**config.mk**
```make
export PLATFORM = sky130hd
export DESIGN_NAME = pipe_exc_ctrl
export DESIGN_NICKNAME = d
export VERILOG_FILES = /design/src/rtl/pipe_exc_ctrl.sv
export SDC_FILE = /design/constraint.sdc
export NUM_CORES = 1
export LEC_CHECK = 0
export ABC_AREA = 0
export CAP_MARGIN = 20
export CELL_PAD_IN_SITES_DETAIL_PLACEMENT = 0
export CELL_PAD_IN_SITES_GLOBAL_PLACEMENT = 1
export CORE_AREA = 2 2 127 129
export CTS_BUF_LIST = sky130_fd_sc_hd__clkbuf_4 sky130_fd_sc_hd__clkbuf_8
export CTS_CLUSTER_DIAMETER = 30
export CTS_CLUSTER_SIZE = 16
export DETAILED_ROUTE_END_ITERATION = 8
export DIE_AREA = 0 0 129 131
export PLACE_DENSITY = 0.89
export SLEW_MARGIN = 40
export SYNTH_ARGS = -nofsm -noshare
export SYNTH_HDL_FRONTEND = slang
export SYNTH_SLANG_ARGS = --single-unit
```
**constraint.sdc**
```tcl
create_clock -name clk -period 3.4 [get_ports clk]
set_input_delay 0.85 -clock clk [delete_from_list [all_inputs] [get_ports clk]]
set_output_delay 0.85 -clock clk [all_outputs]
set_load 0.01 [all_outputs]
```
**src/rtl/pipe_exc_ctrl.sv**
```systemverilog
// Pipeline stall/flush and exception controller for the 5-stage CPU.
// Commits MEM-stage exceptions, EXRT returns and CR writes, and owns the CR file.
module pipe_exc_ctrl #(
   parameter logic [29:0] EXP_VECTOR = 30'h0000_0100,
   parameter int          IRQ_W      = 8
) (
   input  logic             clk,
   input  logic             reset,
   input  logic             if_busy,
   input  logic             mem_busy,
   input  logic             ld_hazard,
   input  logic [IRQ_W-1:0] irq,
   input  logic             mem_en,
   input  logic [29:0]      mem_pc,
   input  logic             mem_br_flag,
   input  logic [2:0]       mem_exp_code,
   input  logic [1:0]       mem_ctrl_op,
   input  logic [4:0]       mem_cr_addr,
   input  logic [31:0]      mem_wr_data,
   input  logic [4:0]       cr_rd_addr,
   output logic [31:0]      cr_rd_data,
   output logic             if_stall,
   output logic             id_stall,
   output logic             ex_stall,
   output logic             mem_stall,
   output logic             if_flush,
   output logic             id_flush,
   output logic             ex_flush,
   output logic             mem_flush,
   output logic [29:0]      new_pc,
   output logic             int_detect,
   output logic             exe_mode
);

   localparam logic [1:0] OP_WRCR = 2'd1;
   localparam logic [1:0] OP_EXRT = 2'd2;

   logic             r_int_en;
   logic             r_exe_mode;
   logic             r_pre_int_en;
   logic             r_pre_mode;
   logic [IRQ_W-1:0] r_int_mask;
   logic [2:0]       r_exp_code;
   logic [29:0]      r_epc;
   logic [29:0]      r_vector;
   logic [IRQ_W-1:0] r_irq_m;
   logic [IRQ_W-1:0] r_irq_s;

   logic w_busy;
   logic w_no_exc;
   logic w_exc;
   logic w_exrt;
   logic w_wrcr;

   assign w_busy   = if_busy | mem_busy;
   assign w_no_exc = (mem_exp_code == 3'd0);
   // An exception on the MEM instruction overrides any EXRT/WRCR it carries.
   assign w_exc    = mem_en & ~w_no_exc & ~w_busy;
   assign w_exrt   = mem_en & w_no_exc & (mem_ctrl_op == OP_EXRT) & ~w_busy;
   assign w_wrcr   = mem_en & w_no_exc & (mem_ctrl_op == OP_WRCR) & ~w_busy;

   assign int_detect = r_int_en & |(r_irq_s & ~r_int_mask);
   assign exe_mode   = r_exe_mode;
   assign new_pc     = w_no_exc ? r_epc : r_vector;

   always_comb begin
      if_stall  = 1'b0;
      id_stall  = 1'b0;
      ex_stall  = 1'b0;
      mem_stall = 1'b0;
      if_flush  = 1'b0;
      id_flush  = 1'b0;
      ex_flush  = 1'b0;
      mem_flush = 1'b0;
      if (w_busy) begin
         if_stall  = 1'b1;
         id_stall  = 1'b1;
         ex_stall  = 1'b1;
         mem_stall = 1'b1;
      end else if (w_exc || w_exrt) begin
         if_flush  = 1'b1;
         id_flush  = 1'b1;
         ex_flush  = 1'b1;
         mem_flush = 1'b1;
      end else if (ld_hazard) begin
         if_stall = 1'b1;
         id_stall = 1'b1;
         ex_flush = 1'b1;
      end
   end

   // Reads see the registered value; a same-cycle WRCR is not bypassed.
   always_comb begin
      cr_rd_data = 32'd0;
      case (cr_rd_addr)
         5'd0: cr_rd_data = {30'd0, r_int_en, r_exe_mode};
         5'd1: cr_rd_data = {30'd0, r_pre_int_en, r_pre_mode};
         5'd2: cr_rd_data = 32'(r_int_mask);
         5'd3: cr_rd_data = {29'd0, r_exp_code};
         5'd4: cr_rd_data = {r_epc, 2'b00};
         5'd5: cr_rd_data = {r_vector, 2'b00};
         default: cr_rd_data = 32'd0;
      endcase
   end

   always_ff @(posedge clk) begin
      if (reset) begin
         r_int_en     <= 1'b0;
         r_exe_mode   <= 1'b0;
         r_pre_int_en <= 1'b0;
         r_pre_mode   <= 1'b0;
         r_int_mask   <= '1;
         r_exp_code   <= 3'd0;
         r_epc        <= 30'd0;
         r_vector     <= EXP_VECTOR;
         r_irq_m      <= '0;
         r_irq_s      <= '0;
      end else begin
         r_irq_m <= irq;
         r_irq_s <= r_irq_m;
         if (w_exc) begin
            r_exp_code   <= mem_exp_code;
            r_epc        <= mem_br_flag ? mem_pc - 30'd1 : mem_pc;
            r_pre_int_en <= r_int_en;
            r_pre_mode   <= r_exe_mode;
            r_int_en     <= 1'b0;
            r_exe_mode   <= 1'b0;
         end else if (w_exrt) begin
            r_int_en   <= r_pre_int_en;
            r_exe_mode <= r_pre_mode;
         end else if (w_wrcr) begin
            case (mem_cr_addr)
               5'd0: begin
                  r_int_en   <= mem_wr_data[1];
                  r_exe_mode <= mem_wr_data[0];
               end
               5'd1: begin
                  r_pre_int_en <= mem_wr_data[1];
                  r_pre_mode   <= mem_wr_data[0];
               end
               5'd2: r_int_mask <= mem_wr_data[IRQ_W-1:0];
               5'd3: r_exp_code <= mem_wr_data[2:0];
               5'd4: r_epc      <= mem_wr_data[31:2];
               5'd5: r_vector   <= mem_wr_data[31:2];
               default: ;
            endcase
         end
      end
   end

endmodule
```
Word level (Yosys, flattened, before mapping)
Index checks and enable logic that the tools add are counted.
{"block": "totals", "input_bits": 92, "word_cells": 90, "register_bits": 91}
{"block": "op_classes", "n_addsub": 1, "reduce_logical": 18, "n_eq_ne": 13, "n_mux": 33, "bitwise_logic": 15}
{"op": "one-hot mux 32 bit (6 select lines)", "n": 1}
{"op": "two-way mux 30 bit", "n": 6}
{"op": "subtractor 30 x 1 -> 30 bit (second input constant)", "n": 1}
{"op": "two-way mux 1 bit", "n": 22}
{"op": "equality test 5 x 2 -> 1 bit (second input constant)", "n": 4}
{"op": "equality test 5 x 3 -> 1 bit (second input constant)", "n": 4}
{"op": "two-way mux 3 bit", "n": 4}
{"op": "nonzero test 2 bit", "n": 6}
{"op": "equality test 5 x 1 -> 1 bit (second input constant)", "n": 2}
{"op": "logical NOT 5 bit", "n": 2}
{"op": "AND reduction 3 bit", "n": 3}
{"op": "bitwise AND 1 bit", "n": 8}
{"op": "bitwise AND 8 bit", "n": 1}
{"op": "inverter 8 bit", "n": 1}
{"op": "AND reduction 4 bit", "n": 2}
{"op": "OR reduction 8 bit", "n": 1}
{"op": "inverter 1 bit", "n": 4}
{"op": "logical NOT 3 bit", "n": 1}
{"op": "equality test 2 x 1 -> 1 bit (second input constant)", "n": 1}
{"op": "equality test 2 bit (second input constant)", "n": 1}
{"op": "!= test 2 bit (second input constant)", "n": 1}
{"op": "AND reduction 2 bit", "n": 1}
{"op": "OR reduction 2 bit", "n": 1}
{"op": "logical OR 1 bit", "n": 1}
{"op": "OR 1 bit", "n": 1}

Depth between registers and ports, before layout
{"block": "logic_depth", "word_depth": 7, "mapped_depth": 8, "depth_no_buf": 7}

Worst setup path after synthesis
No wires, ideal clock.
{"block": "synth_timing", "path_kind": "input to output", "from": "input port mem_exp_code[0]", "to": "output port if_stall", "arrival_time_ns": 2.554, "cell_stages": 8, "n_path_buf": 4, "setup_slack_ns": -0.004, "t_required_ns": 2.550, "cell_sequence": "or3_1 -> clkbuf_1 -> nand2_1 -> buf_2 -> buf_2 -> nand2_1 -> o21ai_0 -> buf_4"}
{"block": "synth_between", "elab_chain_cells": 7, "elab_cells_between_ends": 10}
{"element": "start: declaration", "line": "16", "rtl": "input logic [2:0] mem_exp_code,"}
{"element": "logical NOT 3 bit (*)", "line": "56", "rtl": "assign w_no_exc = (mem_exp_code == 3'd0);"}
{"element": "bitwise AND 1 bit / inverter 1 bit (equally long branches)", "line": "59, 58"}
{"element": "bitwise AND 1 bit, on equally long branches (2 in series)", "line": "59, 58"}
{"element": "logical OR 1 bit (*)", "line": "80", "rtl": "end else if (w_exc || w_exrt) begin"}
{"element": "two-way mux 1 bit (*) (2 in series)"}
{"element": "end: declaration", "line": "22", "rtl": "output logic if_stall,"}
Every way passes the cells marked *; elsewhere a longest branch is shown, timed or not.

Worst setup path after layout
{"block": "layout_timing", "from": "input port cr_rd_addr[3]", "to": "output port cr_rd_data[8]"}
{"block": "layout_between", "elab_chain_cells": 2, "elab_cells_between_ends": 7}
{"element": "start: declaration", "line": "20", "rtl": "input logic [4:0] cr_rd_addr,"}
{"element": "equality test 5 x 3 -> 1 bit (tied with other cells)", "line": "95", "rtl": "case (cr_rd_addr)"}
{"element": "one-hot mux 32 bit (6 select lines) (*)", "line": "95"}
{"element": "end: declaration", "line": "21", "rtl": "output logic [31:0] cr_rd_data,"}
Marked as above.

==> results.json <==
{
  "worstSetupEndpointType": "output pin",
  "setup_viol": 0,
  "cp.arrival_ps": 2480,
  "slew_violations": 0,
  "grtUsageTotal_pct": 21.4,
  "switchingPower_w": 0.000607,
  "p_leak_nw": 3.09,
  "nets": 941,
  "cts.clk_slew.worst_paths_ps": 90,
  "die_w_um": 129,
  "wirelength_mm": 17.9,
  "p_seq_share_pct": 49.2,
  "port_buffers": 163,
  "gp_congestion": 0.803,
  "initial_core_util_pct": 33.2,
  "cts_made_buffers": 9,
  "p_clk_share_pct": 34.1,
  "async_flop_share_pct": 0,
  "synth-seq-cells": 91,
  "drv_cap": 0,
  "dr_total_vias": 5401,
  "synth_area_um2": 5170,
  "via_per_inst": 5.05,
  "reg2reg_from": "r_int_en",
  "grt_pass1_wl_mm": 28.0,
  "synth_edf_count": 0,
  "ant_nets": 0,
  "tritoncts": "done",
  "rows": 46,
  "critical_path.top_delay_family": "buffers and inverters",
  "dpl-instance-area_um2": 7220,
  "place_hpwl_mm": 13.0,
  "min_period_ps": 3330,
  "synth_fp_nets": 772,
  "grt_antenna_before_repair": 0,
  "ys_types": 61,
  "hold_class": "flip-flop to flip-flop",
  "power.internal_w": 0.00165,
  "setup_ws_ps": 74.4,
  "drc_errors": 0,
  "p_total_w": 0.00225,
  "overflow": 0,
  "min_from": "r_irq_m[4]",
  "crit_type": "primary input to output pin",
  "grt_pass1_vias": 5130,
  "finalCritPeriodShare_pct": 97.8,
  "slowest_stage": "or4b_4",
  "r2r_cells": 3,
  "timing.slew.headroom_pct": 57.3,
  "crit_required_ps": 2550,
  "die-area_um2": 16900,
  "antenna_cells": 0,
  "area_growth_pct": 43.0,
  "avgSynthCellArea_um2": 7.62,
  "cts_num_sinks": 91,
  "dp_slack_ps": -396,
  "fin_area_um2": 7400,
  "core_area_um2": 15600,
  "cts-root-buf": "clkbuf_8",
  "hold_viol_final": 0,
  "pwr_density_cell_nw_per_um2": 305,
  "clock_path_buffers": 2,
  "synth-seq-area-share_pct": 35.2,
  "min_to": "r_irq_s[4]",
  "clk_latency_ps": 380,
  "critPathMaxFanout": 6,
  "whs_path_depth": 1,
  "fin_worst_skew_ps": 0.430,
  "drtIter0Drc": 313,
  "worstMarginPinSlew_ps": 640,
  "htree_num_levels": 3,
  "synth.yosys.warnings": 0,
  "r2r-end": "r_pre_int_en",
  "ff2ff_setup_slack_ps": 2470,
  "dp.cells": 1050,
  "cp_num_buf_inv": 3,
  "combPwrFrac_pct": 16.7,
  "synth_cells": 679,
  "rsz0062_at_grt": "no",
  "synth_flop_cell": "dfxtp_1",
  "setup_tns_ps": 0,
  "fin_cells": 1069,
  "crit_chain": "clkdlybuf4s50_1 -> or4b_4 -> buf_4 -> nor2_1 -> dlygate4sd2_1",
  "slowest_delay_ps": 590,
  "cp-start-kind": "primary input",
  "drive_above_1_share_pct": 11.3,
  "fmax_mhz": 301,
  "switching_share_pct": 26.9,
  "grt_max_degree": 45,
  "die_y_um": 131,
  "wire_per_inst_um": 16.8,
  "hold_buffers": 0,
  "dr.pass1.iters": 4,
  "peakVddDrop_v": 0.000196,
  "io_pins": 164,
  "status": "complete, no violations"
}
==> Yosys cell counts, types with 13 or more instances <==
| cell | instances | area share, % |
|---|---|---|
| inv_1 | 16 | 1.2 |
| nor2b_1 | 18 | 2.2 |
| mux2i_1 | 37 | 7.2 |
| clkbuf_1 | 32 | 2.3 |
| dfxtp_1 | 91 | 35 |
| a21oi_1 | 47 | 4.5 |
| nand3_1 | 24 | 2.3 |
| xor2_1 | 13 | 2.2 |
| nor2_1 | 48 | 3.5 |
| nand2_1 | 184 | 13 |
==> logic make-up (layout without fill, tap and decap cells) <==
| kind of cell | count (synthesis) | in the layout | share of synthesized area [%] |
|---|---|---|---|
| compound gates | 116 | 116 | 14.4 |
| simple gates | 338 | 338 | 31.7 |
| mux | 44 | 44 | 9.12 |
| flops | 91 | 91 | 35.2 |
| buf+inv | 65 | 239 | 5.32 |
| fa+ha+maj | 1 | 1 | 0.242 |
| xor+xnor | 24 | 24 | 4.06 |
==> worst max-delay path by stage <==
stage / from / end / depth (start not counted)
after floorplan: mem_exp_code[0] / if_stall / 8
after global placement: cr_rd_addr[4] / cr_rd_data[8] / 5
after detailed placement: cr_rd_addr[4] / cr_rd_data[14] / 5
after CTS: cr_rd_addr[1] / cr_rd_data[4] / 9
after global routing: cr_rd_addr[3] / cr_rd_data[5] / 9
final: cr_rd_addr[3] / cr_rd_data[8] / 5
==> cells in the final DEF (no fill, tap or decap), drive strengths merged, types with 6 or more instances in the layout <==
cell type      instances
nor2                  49
nand2                184
nand3                 25
nand4                 10
nand4b                 7
a22oi                 11
nor2b                 18
o22ai                  7
nor3                   9
xor2                  13
or4                    6
clkdlybuf4s50         92
o21ai                 12
mux2i                 37
o221ai                11
buf                   48
dlygate4sd2           63
xnor2                 11
nor4                   6
inv                   16
clkbuf                12
dfxtp                 91
a21oi                 47
==> routing by layer <==
| metal | vias to the layer above | global-route usage, % | wire length [um] |
|---|---|---|---|
| met5 | - | 0 | 0 |
| met4 | 0 | 5.50 | 227 |
| met3 | 15 | 4.97 | 1110 |
| met2 | 172 | 36.1 | 8430 |
| met1 | 2531 | 27.7 | 8150 |
| li1 | 2683 | - | - |
==> worst reg2reg max path, stage by stage (launching register included) <==
cell,delay (ps)
dfxtp_1,370
mux2_2,280
mux2i_1,120
nor2_1,50
==> sequential cells by signal, summed over array words and instances (netlist names) <==
| register | cells |
|---|---|
| r_int_mask | 8 |
| r_pre_int_en | 1 |
| exe_mode | 1 |
| r_irq_s | 8 |
| r_int_en | 1 |
| r_epc | 30 |
| r_exp_code | 3 |
| r_vector | 30 |
| r_pre_mode | 1 |
| r_irq_m | 8 |
==> power groups by stage <==
stage | Clock [W] | Sequential [W] | Combinational (W)
2_1_floorplan | 0 | 0.00113 | 0.000155
3_3_place_gp | 0 | 0.00113 | 0.000373
3_5_place_dp | 0 | 0.00113 | 0.000374
4_1_cts | 0.000794 | 0.00111 | 0.000375
5_1_grt | 0.000826 | 0.00111 | 0.000405
6_report | 0.000768 | 0.00111 | 0.000377
==> what timing repair did <==
action,in CTS,in global routing
gates resized for setup,82,13
pin swaps,1,1
buffers inserted,2,1
setup endpoints to repair,67,15
==> area by class of cell <==
type / instances / area [um2]
Multi-Input combinational cell: 523 / 3120
Inverter: 16 / 60.1
Clock inverter: 6 / 65.1
Clock buffer: 10 / 138
Fill cell: 1566 / 8200
Tap cell: 216 / 270
Sequential cell: 91 / 1820
Timing Repair Buffer: 207 / 1930
==> through the flow <==
step	utilization [%]	hold WS, ps
floorplan	-	414
global placement	46.3	419
detailed placement	46.3	431
CTS	47.3	455
global route	47.4	462
finish	47.4	449
No activity file was read; power rests on OpenSTA's default activity.
